==> src/rtl/uart_tx_scheduler.sv <==
// Round-robin scheduler sharing one UART transmitter and baud generator among
// N_REQ byte requesters; reprograms baud_select, settles, then runs tx_wr/tx_busy.
module uart_tx_scheduler #(
  parameter int unsigned N_REQ         = 4,
  parameter int unsigned SETTLE_CYCLES = 2,
  parameter int unsigned BUSY_TIMEOUT  = 8
) (
  input  logic                 clk,
  input  logic                 reset,
  input  logic [N_REQ-1:0]     req,
  input  logic [8*N_REQ-1:0]   req_data,
  input  logic [3*N_REQ-1:0]   req_baud,
  output logic [N_REQ-1:0]     grant,
  output logic [2:0]           baud_select,
  output logic [7:0]           tx_data,
  output logic                 tx_wr,
  input  logic                 tx_busy,
  output logic                 sched_busy,
  output logic                 err_timeout
);

  localparam int unsigned IDX_W   = (N_REQ > 1) ? $clog2(N_REQ) : 1;
  localparam int unsigned SUM_W   = IDX_W + 1;
  localparam int unsigned CNT_MAX = (SETTLE_CYCLES > BUSY_TIMEOUT) ? SETTLE_CYCLES : BUSY_TIMEOUT;
  localparam int unsigned CNT_W   = $clog2(CNT_MAX + 1);
  localparam logic [2:0]  BAUD_RST = 3'b011;

  typedef enum logic [2:0] {
    S_IDLE, S_SETTLE, S_START, S_WAIT_BUSY, S_WAIT_DONE
  } state_t;

  state_t             r_state, w_state_nxt;
  logic [CNT_W-1:0]   r_cnt, w_cnt_nxt;
  logic [IDX_W-1:0]   r_ptr, w_ptr_nxt;
  logic [N_REQ-1:0]   r_grant, w_grant_nxt;
  logic [2:0]         r_baud, w_baud_nxt;
  logic [7:0]         r_data, w_data_nxt;
  logic               r_tx_wr, w_tx_wr_nxt;
  logic               r_busy, w_busy_nxt;
  logic               r_err, w_err_nxt;

  logic               w_found;
  logic [IDX_W-1:0]   w_winner;
  logic [7:0]         w_win_data;
  logic [2:0]         w_win_baud;
  logic [SUM_W-1:0]   w_sum;
  logic [IDX_W-1:0]   w_idx;
  logic               w_launch;
  logic               w_timeout;

  // Search upward from the pointer, wrapping, for the first pending requester.
  always_comb begin
    w_found    = 1'b0;
    w_winner   = '0;
    w_win_data = '0;
    w_win_baud = '0;
    w_sum      = '0;
    w_idx      = '0;
    for (int unsigned i = 0; i < N_REQ; i++) begin
      w_sum = {1'b0, r_ptr} + SUM_W'(i);
      if (w_sum >= SUM_W'(N_REQ)) w_sum = w_sum - SUM_W'(N_REQ);
      w_idx = w_sum[IDX_W-1:0];
      if (!w_found && req[w_idx]) begin
        w_found    = 1'b1;
        w_winner   = w_idx;
        w_win_data = req_data[8*w_idx +: 8];
        w_win_baud = req_baud[3*w_idx +: 3];
      end
    end
  end

  // Foreign transmitter activity holds off arbitration.
  assign w_launch  = (r_state == S_IDLE) && w_found && !tx_busy;
  assign w_timeout = (r_state == S_WAIT_BUSY) && !tx_busy &&
                     (r_cnt == CNT_W'(BUSY_TIMEOUT - 2));

  always_ff @(posedge clk or posedge reset) begin
    if (reset) begin
      r_state <= S_IDLE;
      r_cnt   <= '0;
      r_ptr   <= '0;
      r_grant <= '0;
      r_baud  <= BAUD_RST;
      r_data  <= '0;
      r_tx_wr <= 1'b0;
      r_busy  <= 1'b0;
      r_err   <= 1'b0;
    end else begin
      r_state <= w_state_nxt;
      r_cnt   <= w_cnt_nxt;
      r_ptr   <= w_ptr_nxt;
      r_grant <= w_grant_nxt;
      r_baud  <= w_baud_nxt;
      r_data  <= w_data_nxt;
      r_tx_wr <= w_tx_wr_nxt;
      r_busy  <= w_busy_nxt;
      r_err   <= w_err_nxt;
    end
  end

  always_comb begin
    w_state_nxt = r_state;
    w_cnt_nxt   = r_cnt;
    case (r_state)
      S_IDLE: begin
        if (w_launch) begin
          w_cnt_nxt   = '0;
          w_state_nxt = (w_win_baud != r_baud) ? S_SETTLE : S_START;
        end
      end
      S_SETTLE: begin
        if (r_cnt == CNT_W'(SETTLE_CYCLES - 1)) w_state_nxt = S_START;
        else                                    w_cnt_nxt   = CNT_W'(r_cnt + 1'b1);
      end
      S_START: begin
        w_cnt_nxt   = '0;
        w_state_nxt = S_WAIT_BUSY;
      end
      S_WAIT_BUSY: begin
        if (tx_busy)        w_state_nxt = S_WAIT_DONE;
        else if (w_timeout) w_state_nxt = S_IDLE;
        else                w_cnt_nxt   = CNT_W'(r_cnt + 1'b1);
      end
      S_WAIT_DONE: begin
        if (!tx_busy) w_state_nxt = S_IDLE;
      end
      default: w_state_nxt = S_IDLE;
    endcase
  end

  // Next values for the registered outputs; the winner is captured only on launch.
  always_comb begin
    w_grant_nxt = '0;
    w_baud_nxt  = r_baud;
    w_data_nxt  = r_data;
    w_ptr_nxt   = r_ptr;
    w_tx_wr_nxt = (w_state_nxt == S_START);
    w_busy_nxt  = (w_state_nxt != S_IDLE);
    w_err_nxt   = w_timeout;
    if (w_launch) begin
      w_grant_nxt[w_winner] = 1'b1;
      w_baud_nxt = w_win_baud;
      w_data_nxt = w_win_data;
      w_ptr_nxt  = (w_winner == IDX_W'(N_REQ - 1)) ? '0 : IDX_W'(w_winner + 1'b1);
    end
  end

  assign grant       = r_grant;
  assign baud_select = r_baud;
  assign tx_data     = r_data;
  assign tx_wr       = r_tx_wr;
  assign sched_busy  = r_busy;
  assign err_timeout = r_err;

endmodule

==> config.mk <==
export PLATFORM = sky130hd
export DESIGN_NAME = uart_tx_scheduler
export DESIGN_NICKNAME = d
export VERILOG_FILES = /design/src/rtl/uart_tx_scheduler.sv
export SDC_FILE = /design/constraint.sdc
export NUM_CORES = 1
export LEC_CHECK = 0
export CORE_MARGIN = 1.5
export CORE_UTILIZATION = 51
export CTS_CLUSTER_DIAMETER = 100
export CTS_CLUSTER_SIZE = 40
export DETAILED_ROUTE_END_ITERATION = 7
export PLACE_DENSITY = 0.82
export SYNTH_ARGS = -nofsm -noshare
export SYNTH_HDL_FRONTEND = slang
export SYNTH_SLANG_ARGS = --single-unit
==> constraint.sdc <==
create_clock -name clk -period 2.95 [get_ports clk]
set_clock_uncertainty 0.1 [all_clocks]
set_input_delay 0.4425 -clock clk [delete_from_list [all_inputs] [get_ports clk]]
set_output_delay 0.4425 -clock clk [all_outputs]
set_load 0.05 [all_outputs]
Yosys cells after proc, flatten, opt, wreduce, memory -nomap -nowiden
Index checks and enable logic that the tools add are counted.
{"block": "op_classes", "n_mul": 4, "n_reduce_logical": 16, "add_sub_neg": 9, "order_cmp": 10, "n_eq_ne": 13, "muxes": 44, "shifts": 8}
{"operator": "variable part select 32 x 6 -> 8 bit", "n": 4}
{"operator": "variable part select 12 x 5 -> 3 bit", "n": 4}
{"operator": "2-to-1 mux 8 bit", "n": 4}
{"operator": "2-to-1 mux 3 bit", "n": 9}
{"operator": "2-to-1 mux 2 bit", "n": 10}
{"operator": "2-to-1 mux 4 bit", "n": 5}
{"operator": "multiplier 2 x 2 -> 4 bit, first input constant", "n": 4}
{"operator": "one-hot mux 4 bit (4 select lines)", "n": 1}
{"operator": "< comparator 2 x 3 -> 1 bit, second input constant", "n": 5}
{"operator": "one-hot mux 3 bit (5 select lines)", "n": 1}
{"operator": "equality test 3 x 2 -> 1 bit, second input constant", "n": 3}
{"operator": "greater-or-equal comparator 3 bit, second input constant", "n": 3}
{"operator": "2-to-1 mux 1 bit", "n": 9}
{"operator": "binary-select mux 1 bit (select 2 bit)", "n": 4}
{"operator": "logical AND 1 bit", "n": 8}
{"operator": "!= test 2 bit, second input constant", "n": 4}
{"operator": "subtractor 2 x 1 -> 2 bit, second input constant", "n": 4}
{"operator": "adder 2 x 2 -> 3 bit, second input constant", "n": 2}
{"operator": "AND reduction 5 bit", "n": 1}
{"operator": "adder 4 x 1 -> 4 bit, second input constant", "n": 1}
{"operator": "equality test 4 x 1 -> 1 bit, second input constant", "n": 1}
{"operator": "equality test 4 x 3 -> 1 bit, second input constant", "n": 1}
{"operator": "zero test 1 bit", "n": 4}
{"operator": "nonzero test 4 bit", "n": 1}
{"operator": "11 further kinds", "n": 11}
{"block": "totals", "wordCells": 113, "regBits": 27, "inputBits": 51}

Longest topological paths before layout
Gate-level depths: netlist of run 1.
{"block": "logic_depth", "ltp_word": 19, "depth_mapped": 12}

Worst setup path after synthesis of run 1
Ideal clock, no wire load.
{"block": "synth_path", "path_type": "reg2reg", "startpoint": "register r_ptr[0]", "endpoint": "register r_grant[0] (netlist: grant[0])", "slack_ps": 597, "period_less_slack_ps": 2353, "setup_ps": 119, "path_stages_with_launch": 13, "arrival_time_ps": 2135, "n_path_buf": 5, "path_cell_list": "dfrtp_1 -> buf_6 -> buf_4 -> buf_4 -> buf_2 -> buf_2 -> nor2_1 -> a21oi_1 -> o22ai_1 -> a21oi_1 -> inv_1 -> ha_1 -> and2_1"}
{"block": "synth_via", "elab_chain_cells": 19, "word_cells_on_any_way": 45}
{"item": "start, declared", "line_no": "34", "text": "logic [IDX_W-1:0] r_ptr, w_ptr_nxt;"}
{"item": "start signal, assigned", "line_no": "91", "text": "r_ptr <= w_ptr_nxt;"}
{"item": "branches (longest 18 deep; another with adder 2 x 1 -> 3 bit)"}
{"item": "2-to-1 mux 4 bit (*)", "line_no": "140", "text": "if (w_launch) begin"}
{"item": "via w_grant_nxt[0]", "line_no": "35", "text": "logic [N_REQ-1:0] r_grant, w_grant_nxt;"}
{"item": "end signal, assigned", "line_no": "92", "text": "r_grant <= w_grant_nxt;"}
{"item": "end, declared", "line_no": "35"}
Mark *: on every way through the listed nets, which the timed path passes. The select of a mux whose other input is x is not followed.
A chain may end at the register's enable or synchronous reset.

Final worst setup path of run 1
{"block": "layout_path", "startpoint": "input req[0]", "endpoint": "register r_data[4] (netlist: tx_data[4])"}
{"block": "layout_via", "elab_chain_cells": 14, "word_cells_on_any_way": 24}
{"item": "start, declared", "line_no": "10", "text": "input logic [N_REQ-1:0] req,"}
{"item": "binary-select mux 1 bit (select 2 bit)", "line_no": "63", "text": "if (!w_found && req[w_idx]) begin"}
{"item": "2-to-1 mux 1 bit (not written as such)", "line_no": "63"}
{"item": "2-to-1 mux 1 bit", "line_no": "63"}
{"item": "zero test 1 bit", "line_no": "63"}
{"item": "logical AND 1 bit", "line_no": "63"}
{"item": "2-to-1 mux 1 bit", "line_no": "63"}
{"item": "zero test 1 bit", "line_no": "63"}
{"item": "logical AND 1 bit", "line_no": "63"}
{"item": "2-to-1 mux 1 bit", "line_no": "63"}
{"item": "zero test 1 bit", "line_no": "63"}
{"item": "logical AND 1 bit", "line_no": "63"}
{"item": "2-to-1 mux 1 bit", "line_no": "63"}
{"item": "logical AND 1 bit (2 in series)", "line_no": "73", "text": "assign w_launch = (r_state == S_IDLE) && w_found && !tx_busy;"}
{"item": "end signal, assigned", "line_no": "94", "text": "r_data <= w_data_nxt;"}
{"item": "end, declared", "line_no": "37", "text": "logic [7:0] r_data, w_data_nxt;"}
Parallel ways exist; a longest one is shown, timed or not. The select of a mux whose other input is x is not followed.

==> run_results.csv, run 1 <==
group,metric,value,unit
global_routing,grtUsageTotal,0.239,
timing,finalHoldViolations,0,
setup_path,worst-path-max-fanout,16,
clocking,ctsHoldBuffers,0,
clocking,cts_resized,0,
timing,drv_slew,0,
setup_path,r2r_setup_slack,0.26,ns
clocking,cts_tree,"done",
setup_path,start_kind,"input port",
floorplanning,die_y,77.4,um
timing,setup_viol,0,
logic_synthesis,synth_edf_count,0,
setup_path,required,2.99,ns
routing,antenna_left,0,
logic_synthesis,post-synth-top-area-fraction,0.221,
min_path,min_path_cells,2,
setup_path,r2r_end,"tx_data[4]",
global_routing,grt_overflow_total,0,
timing,setup_tns,0,ns
clocking,cts_buffers,3,
timing,min_period,2.69,ns
run_status,status,"finished clean",
setup_path,worstPathArrival,2.73,ns
place,hpwl,5.59,mm
power_and_ir_drop,vdd_drop_max,564,uV
timing,fin_crit_sh,0.912,
clocking,clkSinkCount,27,
floorplanning,start_util,0.540,
layout,syn_to_final_growth,29.2,%
global_routing,grt_pass1_wl,11.8,mm
min_path,hold_class,"flop to flop",
floorplanning,die_area,6000,sq um
timing,worst_pin_slew,0.587,ns
layout,n_antenna_cell,0,
floorplanning,core_area,5240,sq um
routing,routed_wl,7.05,mm
power_and_ir_drop,p_leak,1.51,nW
setup_path,worst_r2r_path_depth,5,
timing,rsz0062_at_grt,"no",
routing,post-route-drc-count,0,
layout,num-fill-cells,418,
setup_path,crit_end,"tx_data[4]",
floorplanning,pin_count,69,
setup_path,worstSetupPathType,"input port to flop",
place,io_buffers,68,
logic_synthesis,synthFlopType,"dfrtp_1",
layout,fin_nets,445,
timing,slew-limit-headroom,0.609,
setup_path,crit_start,"req[0]",
routing,dr.pass1.iters,5,
clocking,clk_latency,0.27,ns
logic_synthesis,synthCells,319,
routing,wl_per_cell,15.5,um
place,gp_congestion,0.875,
routing,vias,2746,
floorplanning,die_w,77.4,um
timing,hold_slack,0.388,ns
logic_synthesis,ys_async_sr_fraction,1.00,
setup_path,worstReg2RegStart,"r_ptr[0]",
logic_synthesis,yosysSeqAreaShare,0.240,
global_routing,grt_pass1_vias,2619,
logic_synthesis,synth-seq-cells,27,
logic_synthesis,ys_types,66,
floorplanning,rows,26,
setup_path,cp-end-kind,"flop",
power_and_ir_drop,p_per_area,892,nW/um^2
logic_synthesis,avgSynthCellArea,8.86,sq um
logic_synthesis,netlist_area,2830,sq um
global_routing,grt_max_degree,32,
logic_synthesis,yosys.area.top_type,"dfrtp_1",
global_routing,grt_antenna_before_repair,0,
flow_run,drv_cap,0,
timing,clock.fmax,372,MHz
layout,drive_above_1_share,0.199,
clocking,cts_setup_buffers,0,
logic_synthesis,synth.area.top_cells,"dfrtp_1 (22%), mux2_2 (14%), nand2_1 (4.6%), o21ai_0 (4.4%), a221o_1 (4.2%)",
logic_synthesis,yosysWarnings,0,
logic_synthesis,synth_nets,377,
clocking,ctsRootBufferMaster,"clkbuf_8",
routing,vias_per_cell,6.02,
clocking,cts.clk_slew.worst_paths,0.08,ns
routing,first_iter_violations,180,
clocking,clk_path_buf_depth,2,
clocking,cts-htree-levels,1,
registers in the layout (all words and copies together), names as in the netlist:
name,count
grant,4
r_cnt,4
err_timeout,1
tx_data,8
tx_wr,1
baud_select,3
r_ptr,2
r_state,3
sched_busy,1
cells by family (layout without fill, tap and decap cells):
group,after synthesis,after routing,synth area share
AO/OA/AOI/OAI,102,102,0.262
XOR/XNOR,2,2,0.00620
adder cells (fa/ha/maj),7,7,0.0310
buffers and inverters,38,105,0.0660
flip-flops,27,27,0.240
multiplexers,45,45,0.195
AND/OR/NAND/NOR,98,98,0.200
metal layers:
layer  GRT usage  vias to the layer above  wire (um)
met5           0                        -          0
met4      0.0927                        0        146
met3     0.00706                       17        354
met2       0.422                      104       3560
met1       0.308                     1280       2990
li1            -                     1345          -
power by group:
| group | internal [mW] | switching [mW] | leakage, nW | total [mW] |
|---|---|---|---|---|
| Combinational | 1.04 | 1.30 | 1.14 | 2.34 |
| Sequential | 0.520 | 0.189 | 0.340 | 0.709 |
| Clock | 0.0945 | 0.109 | 0.0255 | 0.203 |
| Total | 1.66 | 1.60 | 1.51 | 3.26 |
cells in the mapped netlist (3+ instances only):
master    count
a21oi_1      17
a221o_1      12
a222oi_1      6
a31oi_1       6
and2_1        6
buf_1         3
buf_2         7
buf_4         5
clkbuf_1      6
dfrtp_1      25
ha_1          7
inv_1        13
mux2_2       34
mux2i_1       7
nand2_1      35
nand2b_1      4
nand3_1       3
nor2_1       15
nor2b_1       5
nor3b_1       5
o211ai_1      9
o21ai_0      25
o22ai_1       4
per-stage QoR:
| stage | cell area (sq um) | utilization | worst slack (ns) | power, mW | std cells |
|---|---|---|---|---|---|
| after floorplan | 2830 | - | 0.597 | 2.46 | 319 |
| after global placement | 3600 | 0.688 | 0.0643 | 2.99 | 452 |
| after detailed placement | 3600 | 0.688 | 0.0159 | 3.05 | 452 |
| after CTS | 3650 | 0.697 | 0.288 | 3.25 | 456 |
| after global routing | 3650 | 0.697 | 0.0764 | 3.50 | 456 |
| final | 3650 | 0.697 | 0.260 | 3.26 | 456 |
worst max-delay path, stage by stage:
cell             delay [ns]
clkdlybuf4s50_1        0.54
buf_4                  0.19
nor3_1                 0.09
a22oi_4                0.27
nand2_2                0.24
a221o_1                0.38
a222oi_1               0.43
o21ai_0                0.13
cell usage in the layout (no fill, tap or decap), types with 3 or more instances in the layout:
master           Yosys  final
a21oi_1             17     17
a221o_1             12     12
a222oi_1             6      6
a31oi_1              6      6
and2_1               6      6
buf_4                5     19
clkbuf_8             0      3
clkdlybuf4s50_1      0     68
dfrtp_1             25     24
ha_1                 7      7
inv_1               13     13
mux2_2              34     34
mux2i_1              7      7
nand2_1             35     35
nand2b_1             4      4
nand3_1              3      3
nor2_1              15     15
nor2b_1              5      5
nor3b_1              5      5
o211ai_1             9      9
o21ai_0             25     25
o22ai_1              4      4
area by class of cell:
cell class	instances	area [sq um]	share of cell area
multi-input combinational	254	1960	0.537
timing repair buffer	87	823	0.225
sequential	27	679	0.186
tap	70	87.6	0.0240
inverter	14	52.6	0.0144
clock buffer	3	41.3	0.0113
clock inverter	1	5.00	0.00137
worst min path at each step:
| stage | from | endpoint | slack [ns] |
|---|---|---|---|
| after floorplan | reset | baud_select[2] | 0.39 |
| after global placement | tx_data[4] | tx_data[4] | 0.36 |
| after detailed placement | tx_data[7] | tx_data[7] | 0.38 |
| after CTS | tx_data[7] | tx_data[7] | 0.39 |
| after global routing | baud_select[1] | baud_select[1] | 0.42 |
| final | tx_data[7] | tx_data[7] | 0.39 |
Note: power is estimated with default switching activity, not from simulation.
==> run 2, diff against run 1 <==
--- a/config.mk
+++ b/config.mk
@@ -8,7 +8,6 @@
 export CORE_MARGIN = 1.5
 export CORE_UTILIZATION = 51
 export CTS_CLUSTER_DIAMETER = 100
-export CTS_CLUSTER_SIZE = 40
 export DETAILED_ROUTE_END_ITERATION = 7
 export PLACE_DENSITY = 0.82
 export SYNTH_ARGS = -nofsm -noshare
==> results of run 2 <==
Final layout, timing and power as in run 1 (identical DEF).
==> run 3, diff against run 2 <==
--- a/config.mk
+++ b/config.mk
@@ -10,6 +10,7 @@
 export CTS_CLUSTER_DIAMETER = 100
 export DETAILED_ROUTE_END_ITERATION = 7
 export PLACE_DENSITY = 0.82
+export SETUP_SLACK_MARGIN = 0.2
 export SYNTH_ARGS = -nofsm -noshare
 export SYNTH_HDL_FRONTEND = slang
 export SYNTH_SLANG_ARGS = --single-unit
==> run_results.csv, run 3 (synthesis results as in run 1) <==
group,metric,value,unit
timing,rsz0062_at_grt,"yes",
timing,worst_pin_slew,0.510,ns
floorplanning,core_area,5240,sq um
routing,first_iter_violations,177,
power_and_ir_drop,pwr-share-comb,0.721,
routing,dr.pass1.iters,5,
min_path,worstHoldEndpoint,"tx_data[7]",
power_and_ir_drop,power_frac_seq,0.217,
timing,fin_crit_sh,0.889,
power_and_ir_drop,pwr-share-clk,0.062,
power_and_ir_drop,switchingPower,1.62,mW
routing,vias_per_cell,6.09,
routing,wl_per_cell,15.5,um
timing,min_period,2.62,ns
layout,layout_commonest_cell,"clkdlybuf4s50_1",
setup_path,cp-end-kind,"flop",
floorplanning,die_w,77.4,um
setup_path,worstPathArrival,2.66,ns
timing,setup_tns,0,ns
routing,vias,2788,
setup_path,worstReg2RegStart,"r_ptr[0]",
timing,slew-limit-headroom,0.659,
global_routing,grt_max_degree,32,
routing,routed_wl,7.08,mm
layout,n_antenna_cell,0,
global_routing,grt_antenna_before_repair,0,
min_path,hold_class,"flop to flop",
place,placed_area,3600,sq um
clocking,cts.clk_slew.worst_paths,0.08,ns
min_path,hp-start,"tx_data[7]",
timing,drv_slew,0,
layout,fin_nets,447,
global_routing,grt_pass1_wl,11.8,mm
place,io_buffers,68,
floorplanning,rows,26,
floorplanning,die_area,6000,sq um
power_and_ir_drop,p_per_area,898,nW/um^2
power_and_ir_drop,vdd_drop_max,562,uV
min_path,min_path_cells,2,
clocking,clk_path_buf_depth,2,
power_and_ir_drop,p_sw_frac,0.488,
floorplanning,die_y,77.4,um
clocking,cts_tree,"done",
layout,syn_to_final_growth,30.5,%
clocking,ctsHoldBuffers,0,
floorplanning,pin_count,69,
layout,drive_above_1_share,0.209,
run_status,status,"finished clean",
layout,largest_reg_flops,8,
global_routing,grtUsageTotal,0.239,
setup_path,r2r_setup_slack,0.38,ns
global_routing,grt_pass1_vias,2619,
timing,setup_viol,0,
power_and_ir_drop,p_leak,1.55,nW
floorplanning,start_util,0.540,
clocking,cts-htree-levels,1,
timing,clock.fmax,381,MHz
clocking,clkSinkCount,27,
power_and_ir_drop,p_int,1.70,mW
power_and_ir_drop,finalPower,3.31,mW
layout,fin_area,3690,sq um
layout,final_cell_mix,"clkdlybuf4s50_1 (65), nand2_1 (35), mux2_2 (34), o21ai_0 (25), dfrtp_1 (23)",
global_routing,grt_overflow_total,0,
setup_path,required,2.99,ns
clocking,clk_latency,0.28,ns
place,gp_congestion,0.875,
routing,antenna_left,0,
timing,finalHoldViolations,0,
flow_run,drv_cap,0,
clocking,ctsRootBufferMaster,"clkbuf_8",
setup_path,start_kind,"input port",
setup_path,worst_r2r_path_depth,7,
setup_path,r2r_end,"tx_wr",
setup_path,worstSetupPathType,"input port to flop",
place,hpwl,5.59,mm
setup_path,worst-path-max-fanout,10,
clocking,cts_buffers,3,
routing,post-route-drc-count,0,
==> run 3: cell count changes in the layout (fill, tap and decap cells not counted), sizes merged <==
cell           change
buf                +2
dlymetal6s2s       +3
clkdlybuf4s50      -3
==> run 3: cell type report <==
| type | instances | area [sq um] |
|---|---|---|
| clock buffers | 3 | 41.3 |
| clock inverters | 1 | 5.00 |
| fillers | 412 | 1550 |
| inverters | 14 | 52.6 |
| multi-input cells | 254 | 1970 |
| flip-flops and latches | 27 | 683 |
| well taps | 70 | 87.6 |
| repair buffers | 89 | 846 |
==> run 3: per-layer routing <==
metal | vias to the layer above | GRT usage | routed length [um]
met5 | - | 0 | 0
met4 | 0 | 0.0927 | 127
met3 | 14 | 0.00706 | 353
met2 | 113 | 0.422 | 3590
li1 | 1353 | - | -
met1 | 1308 | 0.308 | 3010
==> run 3: worst max-delay path by stage <==
stage | startpoint | end | slack [ns] | cells after the start
5_1_grt | req[3] | tx_data[1] | 0.19 | 8
4_1_cts | r_ptr[0] | tx_data[4] | 0.29 | 5
2_1_floorplan | r_ptr[0] | grant[0] | 0.60 | 12
6_report | req[3] | tx_data[1] | 0.33 | 8
3_5_place_dp | req[0] | tx_data[4] | 0.02 | 8
3_3_place_gp | req[3] | r_state[1] | 0.06 | 8
==> run 3: what timing repair did <==
item                       in CTS  in global routing
resized for setup               0                  7
setup endpoints to repair       0                  6
buffers inserted                0                  2
==> run 3: per-stage QoR <==
stage	hold WS [ns]	utilization	worst slack [ns]	std cells
final	0.388	0.704	0.326	458
after global routing	0.426	0.704	0.191	458
after CTS	0.395	0.697	0.288	456
after detailed placement	0.376	0.688	0.0159	452
after global placement	0.361	0.688	0.0643	452
after floorplan	0.392	-	0.597	319
==> run 3: critical path, cell delays in order <==
cell,delay (ns)
clkdlybuf4s50_1,0.56
nor2b_1,0.27
buf_4,0.21
a21o_1,0.16
nor2_1,0.13
a221o_1,0.38
a222oi_1,0.38
o21ai_0,0.13
==> run 3: power groups by stage <==
stage	registers, mW	logic (mW)	clock network, mW
global placement	0.707	2.28	0
floorplan	0.929	1.53	0
finish	0.719	2.39	0.204
detailed placement	0.712	2.33	0
CTS	0.708	2.34	0.208
global route	0.748	2.59	0.220
==> edit 1: new RTL, settings of run 3 <==
The output `err_timeout` loses its register stage (`r_err` becomes a continuous assignment).
--- a/src/rtl/uart_tx_scheduler.sv
+++ b/src/rtl/uart_tx_scheduler.sv
@@ -85,5 +85,4 @@
       r_tx_wr <= 1'b0;
       r_busy  <= 1'b0;
-      r_err   <= 1'b0;
     end else begin
       r_state <= w_state_nxt;
@@ -95,7 +94,8 @@
       r_tx_wr <= w_tx_wr_nxt;
       r_busy  <= w_busy_nxt;
-      r_err   <= w_err_nxt;
     end
   end
+
+  assign r_err = w_err_nxt;
 
   always_comb begin
Formal check against the unedited RTL: not equivalent (Yosys sat finds a counterexample within 10 cycles, from zero or initial values and one cycle with reset high).
==> edit 1 against run 3 <==
- final area decreased by 3.1%
- sequential cell count shrank 1
- worst setup slack improved by 0.012 ns
- non-clock buffer count up 3
- total power fell by 0.66%
- global-route usage increased by 1.4 points
- routed wire length is 1.5% lower
- register-to-register slack worse by 0.03 ns
- area after synthesis is 5.0% lower
- final cell count fell by 3.5%
- critical path type unchanged
==> edit 1: results (changes against run 3) <==
stage,metric,value,unit,change
grt,grt_first_pass_wirelength,11.30,mm,-4.4%
synthesis,syn-num-nets,356,,-5.6%
cells_and_area,nets,431,,-3.6%
grt,grtUsageMet1,0.3363,,+0.02871
worst_setup_path,crit_fanout,6,,-4
cells_and_area,nFillCells,416,,+0.97%
placed_design,io_buffers,68,,unchanged
drt,drtIter0Drc,146,,-18%
clock_network,clock_latency,0.27,ns,
cells_and_area,largest_register_ffs,8,,unchanged
grt,grt_pass1_vias,2490,,-4.9%
synthesis,synth_area_leaders,"dfrtp_1 22%, mux2_2 10%, mux2i_1 7.1%",,
die,coreArea,5107,um2,-2.5%
timing,worstMarginPinSlew,0.6113,ns,+0.1011 ns
pwr,irDropWorstVdd,0.4525,mV,-19%
grt,grt_max_degree,31,,-3.1%
synthesis,synthTopCellsByCount,"32 x nand2_1, 24 x dfrtp_1, 24 x mux2_2",,
synthesis,synth_mux_area_frac,0.2385,,+0.04370
pwr,p_leak,1.460,nW,-5.7%
worst_setup_path,endpoint,r_state[0],,
outcome,outcome,finished clean,,
grt,grtUsageTotal,0.2524,,+0.01382
grt,grtUsageMet3,0.02778,,+0.02072
placed_design,dp_hpwl,5.563,mm,-0.39%
clock_network,h-tree-depth,1,,unchanged
drt,dr_wl_met2,3.526,mm,-1.7%
worst_setup_path,cpPeakStageDelay,0.56,ns,about the same
synthesis,synth-xor-area-share,0.009781,,+0.003584
cells_and_area,n_antenna_cell,0,,unchanged
synthesis,synth.yosys.seq_area_share,0.2431,,+0.003201
worst_setup_path,crit_start,req[0],,
cells_and_area,drive_gt1_frac,0.1962,,-0.01253
drt,routed_wl,6.975,mm,-1.5%
worst_setup_path,ff2ff_setup_slack,0.35,ns,-0.03 ns
worst_setup_path,r2r_cells,6,,-1
drt,vias,2661,,-4.6%
worst_setup_path,r2r-end,tx_data[2],,
drt,drtPass1Iterations,5,,unchanged
clock_network,postCtsSetupRepairBufs,0,,unchanged
drt,top_layer,met4,,
grt,met2_usage,0.4298,,+0.007895
drt,dr_wl_met3,351,um,-0.57%
synthesis,synth_compound_area_frac,0.2431,,-0.01893
placed_design,place_congestion,0.9061,,+3.6%
synthesis,synthAdderAreaFrac,0.03260,,+0.001616
synthesis,ys_types,58,,-12%
drt,drt-met1-wl,3.026,mm,+0.43%
synthesis,ys_warn_count,0,,unchanged
worst_setup_path,cp_slowest_cell,clkdlybuf4s50_1,,
edit 1: stage by stage:
stage,area [um2],utilization,setup slack (ns),cells
4_1_cts,3562,0.6975,0.2271,442
2_1_floorplan,2686,-,0.4929,298
6_report,3575,0.6999,0.3387,442
3_3_place_gp,3505,0.6862,0.02614,438
3_5_place_dp,3505,0.6862,-0.05483,438
5_1_grt,3575,0.6999,0.1997,442
edit 1: critical path, delay by kind of cell:
| family | cells | cell delay, ns |
|---|---|---|
| AO/OA/AOI/OAI | 5 | 0.97 |
| buffers and inverters | 1 | 0.56 |
| AND/OR/NAND/NOR | 1 | 0.49 |
| XOR/XNOR | 1 | 0.19 |
edit 1: worst min path at each step:
stage / startpoint / end / slack, ns / cells past startpoint
floorplan: r_cnt[3] / r_cnt[3] / 0.37 / 1
global placement: tx_data[1] / tx_data[1] / 0.37 / 2
detailed placement: tx_data[5] / tx_data[5] / 0.37 / 2
CTS: baud_select[1] / baud_select[1] / 0.39 / 2
global route: baud_select[1] / baud_select[1] / 0.41 / 2
finish: tx_data[5] / tx_data[5] / 0.38 / 2
edit 1: area by class of cell:
| type | count | area (um2) | share of cell area |
|---|---|---|---|
| Clock buffer | 4 | 55.05 | 0.01540 |
| Multi-Input combinational cell | 238 | 1867 | 0.5222 |
| Sequential cell | 26 | 656.9 | 0.1838 |
| Tap cell | 70 | 87.58 | 0.02450 |
| Inverter | 12 | 45.04 | 0.01260 |
| Timing Repair Buffer | 92 | 863.3 | 0.2415 |
edit 1: timing repair:
action | CTS | global route
resized for setup | 1 | 4
endpoints found under the setup margin | 1 | 7
hold endpoints to repair | 0 | 0
edit 1: power by group:
group / switching (mW) / total (mW) / internal (mW)
sequential: 0.170 / 0.678 / 0.507
clock: 0.103 / 0.222 / 0.119
combinational: 1.33 / 2.39 / 1.06
==> edit 2: new RTL, config.mk and constraints of run 3 <==
Without the edit above. Change the parameter `SETTLE_CYCLES` from 2 to 1.
--- a/src/rtl/uart_tx_scheduler.sv
+++ b/src/rtl/uart_tx_scheduler.sv
@@ -3,5 +3,5 @@
 module uart_tx_scheduler #(
   parameter int unsigned N_REQ         = 4,
-  parameter int unsigned SETTLE_CYCLES = 2,
+  parameter int unsigned SETTLE_CYCLES = 1,
   parameter int unsigned BUSY_TIMEOUT  = 8
 ) (
Function: changed (a bounded check fails within 4 cycles, from zero or initial values and one cycle with reset high).
==> edit 2 against run 3 <==
- final area is 0.34% higher
- total power is 2.9% higher
- sequential cell count stayed put
- area after synthesis is 8.3% lower
- sequential power is 3.3% lower
- combinational power is 5% higher
- worst hold slack better by 0.011 ns
- global-route usage is 4.1 points higher
- worst setup slack better by 0.025 ns
- non-clock buffer count is 16 higher
- routed wire length is 13% higher
==> edit 2: results (changes against run 3) <==
stage,metric,value,unit,change
outcome,outcome,finished clean,,
cells_and_area,nNonClkInverters,17,,+3
drt,dr_wl_met2,4.099,mm,+14%
cells_and_area,drive_gt1_frac,0.2552,,+0.04639
cells_and_area,nFillCells,354,,-14%
cells_and_area,multi_input_area,1854,um2,-6.1%
cells_and_area,seq_area_frac,0.1845,,-0.0006256
hold_path,hold_depth,1,,-1
synthesis,syn-num-nets,356,,-5.6%
grt,grt_first_pass_wirelength,11.90,mm,+0.70%
timing,worstMarginPinSlew,0.5530,ns,+0.04280 ns
hold_path,hold_end,tx_data[0],,
grt,grt_max_degree,28,,-13%
pwr,p_leak,1.538,nW,-0.67%
drt,vias,2765,,-0.82%
pwr,internal_power,1.718,mW,+1.3%
synthesis,synthTopCellsByCount,"33 x mux2_2, 28 x nand2_1, 25 x dfrtp_1",,
synthesis,synth_area_leaders,"dfrtp_1 24%, mux2_2 14%, nand2_1 4.1%",,
pwr,sequentialPowerShare,0.204,,-0.013
grt,grtUsageTotal,0.2793,,+0.04079
grt,grtUsageMet1,0.3658,,+0.05816
worst_setup_path,critPathArrivalTime,2.65,ns,about the same
timing,whs,0.3997,ns,+0.01123 ns
cells_and_area,num-clock-buffers,4,,+1
synthesis,synth_mux_area_frac,0.1926,,-0.002209
cells_and_area,nonClockBufferCount,105,,+18%
drt,drt-met1-wl,3.161,mm,+4.9%
worst_setup_path,critPathKind,reg -> reg,,
hold_path,worstHoldStart,tx_data[0],,
pwr,irDropWorstVdd,0.7791,mV,+39%
cells_and_area,nonClkBufAreaFrac,0.2626,,+0.03336
grt,grt_pass1_vias,2590,,-1.1%
drt,dr_wl_met3,566,um,+60%
placed_design,dp_hpwl,5.716,mm,+2.4%
grt,met2_usage,0.4812,,+0.05922
## edit 2: changes by cell type after synthesis, moves of 6 or more
cell / change
o21a_1: +8
a221oi_1: +6
nand2_1: -7
nor2b_1: +6
o21ai_0: -15
a221o_1: -12
## edit 2: what timing repair did
item | in CTS | in global routing
endpoints found under the hold margin | 0 | 0
setup endpoints to repair | 0 | 3
resized for setup | 0 | 23
buffers inserted | 0 | 5
## edit 2: through the flow
| stage | cell area (um2) | setup WS, ns | total power [mW] |
|---|---|---|---|
| floorplan | 2592 | 0.5043 | 2.278 |
| global placement | 3507 | 0.0009643 | 2.899 |
| detailed placement | 3507 | -0.04071 | 2.951 |
| CTS | 3552 | 0.2532 | 3.172 |
| global route | 3702 | 0.2253 | 3.616 |
| finish | 3702 | 0.3517 | 3.409 |
